### config.mk
export PLATFORM = sky130hd
export DESIGN_NAME = priority_source_bank
export DESIGN_NICKNAME = d
export VERILOG_FILES = /design/src/rtl/priority_source_bank.sv
export SDC_FILE = /design/constraint.sdc
export NUM_CORES = 1
export LEC_CHECK = 0
export CAP_MARGIN = 40
export CORE_ASPECT_RATIO = 0.9
export CORE_MARGIN = 3
export CORE_UTILIZATION = 45
export DETAILED_ROUTE_END_ITERATION = 8
export DONT_BUFFER_PORTS = 1
export PLACE_DENSITY = 0.73
export SYNTH_ARGS = -nofsm -noshare
export SYNTH_HDL_FRONTEND = slang
export SYNTH_SLANG_ARGS = --single-unit
### constraint.sdc
create_clock -name clk -period 4.56 [get_ports clk]
set_clock_uncertainty 0.2 [all_clocks]
set_input_delay 0.912 -clock clk [delete_from_list [all_inputs] [get_ports clk]]
set_output_delay 0.912 -clock clk [all_outputs]
set_load 0.01 [all_outputs]
### src/rtl/priority_source_bank.sv
// priority_source_bank
// Requester-side front end for the priority multiplexer. Each source channel
// owns a small FIFO of {priority, data} words; the head word of every channel
// is presented on the request bus together with an aged effective priority.
// An ack from the multiplexer retires the head word. Aging boosts the priority
// of a head word that has been waiting for a long time so that low-priority
// sources cannot starve.

module priority_source_bank #(
    parameter int N_PRIORITY_WIDTH = 3,
    parameter int N_SIGNAL_WIDTH   = 8,
    parameter int N_SIGNALS        = 8,
    parameter int FIFO_DEPTH       = 4,
    parameter int AGE_LIMIT        = 16
) (
    input  logic                                   clk,
    input  logic                                   rst,
    input  logic [N_SIGNALS-1:0]                   wr_en,
    input  logic [N_SIGNAL_WIDTH*N_SIGNALS-1:0]    wr_data,
    input  logic [N_PRIORITY_WIDTH*N_SIGNALS-1:0]  wr_priority,
    output logic [N_SIGNALS-1:0]                   wr_ready,
    output logic [N_SIGNAL_WIDTH*N_SIGNALS-1:0]    signals_out,
    output logic [N_PRIORITY_WIDTH*N_SIGNALS-1:0]  priorities_out,
    output logic [N_SIGNALS-1:0]                   signal_req,
    input  logic [N_SIGNALS-1:0]                   signal_ack,
    output logic                                   busy,
    output logic [N_SIGNALS-1:0]                   overflow,
    output logic [N_SIGNALS-1:0]                   ack_err
);

    localparam int PW      = N_PRIORITY_WIDTH;
    localparam int DW      = N_SIGNAL_WIDTH;
    localparam int PTR_W   = $clog2(FIFO_DEPTH);
    localparam int CNT_W   = PTR_W + 1;
    localparam int AGE_W   = $clog2(AGE_LIMIT) + 1;
    localparam int ENTRY_W = PW + DW;

    localparam logic [PW-1:0]    PRIO_MAX   = {PW{1'b1}};
    localparam logic [CNT_W-1:0] CNT_FULL   = CNT_W'(FIFO_DEPTH);
    localparam logic [AGE_W-1:0] AGE_WRAP_V = AGE_W'(AGE_LIMIT - 1);

    for (genvar i = 0; i < N_SIGNALS; i++) begin : g_chan

        // Channel storage and bookkeeping
        logic [ENTRY_W-1:0] mem [FIFO_DEPTH];
        logic [PTR_W-1:0]   wr_ptr;
        logic [PTR_W-1:0]   rd_ptr;
        logic [CNT_W-1:0]   count;
        logic [AGE_W-1:0]   age;
        logic [PW-1:0]      boost;
        logic               ovf_flag;
        logic               aerr_flag;

        // Decoded per-cycle control and head view
        logic               full;
        logic               empty;
        logic               push;
        logic               pop;
        logic               age_wrap;
        logic               can_boost;
        logic [ENTRY_W-1:0] head;
        logic [PW-1:0]      head_prio;
        logic [DW-1:0]      head_data;
        logic [PW:0]        eff_sum;
        logic [PW-1:0]      eff_prio;

        // Channel decode: handshake qualification, head fields, saturated priority
        always_comb begin
            // NOTE: every always_comb output gets a value on every path; here each is assigned unconditionally, so no latch is inferred.
            full      = (count == CNT_FULL);
            empty     = (count == '0);
            push      = wr_en[i] && !full;
            pop       = signal_ack[i] && !empty;
            head      = mem[rd_ptr];
            head_prio = head[ENTRY_W-1 -: PW];
            head_data = head[DW-1:0];
            // One extra bit keeps the carry, then the sum is clamped to the top level.
            eff_sum   = {1'b0, head_prio} + {1'b0, boost};
            eff_prio  = (eff_sum > {1'b0, PRIO_MAX}) ? PRIO_MAX : eff_sum[PW-1:0];
            age_wrap  = (age == AGE_WRAP_V);
            can_boost = (eff_sum < {1'b0, PRIO_MAX});
        end

        // Word storage written on an accepted push
        always_ff @(posedge clk) begin
            // NOTE: the data array has no reset; entries are only ever read behind a non-zero count, so reset would add fan-out for nothing.
            if (push) begin
                mem[wr_ptr] <= {wr_priority[i*PW +: PW], wr_data[i*DW +: DW]};
            end
        end

        // Pointers and occupancy count
        always_ff @(posedge clk or posedge rst) begin
            // NOTE: sequential state uses non-blocking assignments so every register samples pre-edge values.
            if (rst) begin
                wr_ptr <= '0;
                rd_ptr <= '0;
                count  <= '0;
            end else begin
                if (push) wr_ptr <= wr_ptr + PTR_W'(1);
                if (pop)  rd_ptr <= rd_ptr + PTR_W'(1);
                case ({push, pop})
                    2'b10:   count <= count + CNT_W'(1);
                    2'b01:   count <= count - CNT_W'(1);
                    default: count <= count;
                endcase
            end
        end

        // Head aging: count waiting cycles, bump boost on each wrap, clear on pop
        always_ff @(posedge clk or posedge rst) begin
            if (rst) begin
                age   <= '0;
                boost <= '0;
            end else if (pop) begin
                age   <= '0;
                boost <= '0;
            end else if (!empty) begin
                if (age_wrap) begin
                    age <= '0;
                    if (can_boost) boost <= boost + PW'(1);
                end else begin
                    age <= age + AGE_W'(1);
                end
            end
        end

        // Sticky protocol-violation flags, cleared only by reset
        always_ff @(posedge clk or posedge rst) begin
            if (rst) begin
                ovf_flag  <= 1'b0;
                aerr_flag <= 1'b0;
            end else begin
                if (wr_en[i] && full)       ovf_flag  <= 1'b1;
                if (signal_ack[i] && empty) aerr_flag <= 1'b1;
            end
        end

        // Request-bus view; empty channels show zero fields
        assign wr_ready[i]                 = !full;
        assign signal_req[i]               = !empty;
        assign signals_out[i*DW +: DW]     = empty ? '0 : head_data;
        assign priorities_out[i*PW +: PW]  = empty ? '0 : eff_prio;
        assign overflow[i]                 = ovf_flag;
        assign ack_err[i]                  = aerr_flag;
    end

    // Bank is busy whenever any channel requests
    always_comb begin
        busy = |signal_req;
    end

endmodule

==> results.md, run 1 <==
- Postcts setup bufs: 0
- Pint: 10.2 mW
- Largest net degree at the start of global routing: 137
- Post-synth EDFFs: 352
- Slew margin rel.: 0.446
- Most frequent cells after synthesis: edfxtp_1 (352), dfrtp_1 (136), mux4_2 (88)
- First-pass GRT wire length: 64600 um
- Most frequent cell after synthesis: edfxtp_1
- Routed WL: 41200 um
- Layout cell share with drive strength beyond 1: 0.147
- Critical Path Sink Type: output pin
- Critical path class: reg -> out
- Core region area: 45900 sq um
- Worst slew pin tran: 832 ps
- Rows: 74
- Syn-to-layout area delta: 10.7%
- DR pass1 iterations: 5
- Sw Pwr: 4.98 mW
- Clk pwr share: 0.266
- Crit path launch type: register
- Drt wl/cell: 20.6 um
- # Max-Cap Violations: 0
- Synthesized flop and latch total: 488
- Global route overflow: 0
- CTS Hold Buffers Added: 0
- Clock latency on the worst-skew pair: 580 ps
- Synth area leaders: edfxtp_1 (50%), dfrtp_1 (16%), mux4_2 (9.4%), ha_1 (4.7%), and2_1 (1.9%)
- CP max FO: 9
- Syn avg cell area: 15.8 sq um
- CP Data Required Time: 3450 ps
- Iter 0 DRT Violations: 558
- Run status: finished, final reports clean
- CTS tree: built
- Syn_nets: 1537
- Post-DP Area: 21800 sq um
- Quantity of gates resized following cts: 0
- Placer Congestion: 0.802
- IO Pins: 227
- Placed cells: 1905
- Syn Std Cell Area: 21100 sq um
- Post-detailed-route count of antenna-violating nets: 0
- Synth top area share: 0.500
- Vias: 11100
- Post-synth ARST share: 0.279
- Peak Freq: 0.239 GHz
- Final cell count without fillers: 1997
- PwrDens: 649 nW/um^2
- Setup violators final: 0
- Final Util: 0.510
- Crit share post-route: 0.916
- ANT cells: 0
- Vias in the first global route: 11700
- Cell count after synthesis: 1335
- Dpl hpwl: 27900 um
- All-Layer GR Usage: 0.167
- Post-synthesis sequential area ratio: 0.661
- Netlist cell types: 50
- Port bufs: 0
- Period minus WS final: 4180 ps
- Starting Density: 0.461
- Clock Tree Buf Depth: 3
- Primary FF master, synth: edfxtp_1
- Part of the power in combinational logic: 0.292
- Power Total: 15.2 mW
- Root Buffer: clkbuf_16
- Min-delay worst type: in -> reg
- Net Sw Frac: 0.328
- CTS Buf Count: 49
- Max VDD drop: 0.363 mV
- Fin. max-slew vios: 0
- Reg clk slew, reported paths: 70 ps
- Design area: 23400 sq um
- # DRC: 0
- Chip Width: 235 um
- Warnings, synthesis: 0
- Leakage power: 8.94 nW
- Sequential share of power: 0.442
- Sum Neg Setup Slack: 0 ps
- Initial antenna violation count: 0
- Crit path DAT: 3060 ps
- Clock Sinks: 488
- Yosys top cell by area: edfxtp_1
- Hold Fails Final Rpt: 0
- Die height: 212 um
- Nets: 1550
- CTS H-tree depth: 2
- DR vias/cell: 5.55
- Die ar.: 49600 sq um
- RSZ-0062 raised after global routing: false
## state kept, by name (all words and copies together), names as in the netlist
signal / cells
g_chan.aerr_flag: 8
g_chan.age: 40
g_chan.boost: 24
g_chan.count: 24
g_chan.mem: 352
g_chan.ovf_flag: 8
g_chan.rd_ptr: 16
g_chan.wr_ptr: 16
## cells in the final DEF, fill, tap and decap left out, types with 24 or more instances in the layout
cell,count
a21oi_1,31
inv_1,76
nor3_1,24
and2_1,64
nand2_1,75
ha_1,80
and3_1,38
dfrtp_1,136
xnor2_1,32
edfxtp_1,352
nor2_1,46
mux4_2,88
clkbuf_16,51
o21ai_0,28
xor2_1,24
## power by group through the flow
stage                     Sequential (mW)  Clock (mW)  Combinational [mW]
final                                6.72        4.05                4.44
after global routing                 6.86        4.33                4.94
after CTS                            6.75        4.17                4.53
after detailed placement             6.83           0                4.50
after global placement               6.76           0                4.37
after floorplan                      6.37           0                3.82
## final timing paths
path | to | cells after the start | from | slack (ps)
min reg2reg | g_chan[4].age[4] | 1 | g_chan[4].age[4] | 290
min in group asynchronous | g_chan[0].wr_ptr[0] | 2 | rst | 230
max in group asynchronous | g_chan[1].aerr_flag | 2 | rst | 3310
max | priorities_out[23] | 6 | g_chan[7].rd_ptr[0] | 380
min | g_chan[3].mem[0][1] | 0 | wr_data[25] | 220
max reg2reg | g_chan[0].boost[2] | 7 | g_chan[0].rd_ptr[0] | 1190
## kinds of logic (layout without fill, tap and decap cells)
| kind of cell | after synthesis | count (layout) | synth area share |
|---|---|---|---|
| buffers and inverters | 132 | 186 | 0.0267 |
| AO/OA/AOI/OAI | 146 | 146 | 0.0468 |
| multiplexers | 111 | 111 | 0.105 |
| AND/OR/NAND/NOR | 306 | 306 | 0.0750 |
| adder cells (fa/ha/maj) | 96 | 96 | 0.0625 |
| flip-flops | 488 | 488 | 0.661 |
| XOR/XNOR | 56 | 56 | 0.0232 |
## metal layers
metal | wire, um | share of wire | vias to the layer above | GRT usage
met5 | 0 | 0 | - | 0
met4 | 934 | 0.023 | 0 | 0.0514
met3 | 3310 | 0.080 | 55 | 0.0564
met2 | 20100 | 0.49 | 281 | 0.278
met1 | 16800 | 0.41 | 5708 | 0.208
li1 | - | - | 5032 | -
## area by class of cell
class	instances	area, sq um
fill	3738	22500
tap	608	761
timing repair buffer	17	140
sequential	488	14000
multi-input combinational	715	6620
clock inverter	27	256
inverter	77	293
clock buffer	65	1380
## critical path, stage by stage, from the launching register on
cell	delay [ps]
dfrtp_1	700
mux4_2	590
ha_1	240
fa_1	420
xor2_1	190
a211oi_1	220
nor2_1	120
## stage by stage
step           worst slack [ps]  hold slack, ps
5_1_grt                     241             183
4_1_cts                     323             176
3_3_place_gp               1040             262
3_5_place_dp                982             268
6_report                    383             221
2_1_floorplan              1120             229
Note: power is estimated with default switching activity, not from simulation.
==> run 2, diff against run 1 <==
--- a/config.mk
+++ b/config.mk
@@ -15,3 +15,4 @@
 export SYNTH_ARGS = -nofsm -noshare
 export SYNTH_HDL_FRONTEND = slang
 export SYNTH_SLANG_ARGS = --single-unit
+export TNS_END_PERCENT = 5
==> results of run 2 <==
Same layout as run 1: the final DEF is identical, and so are final timing and power.
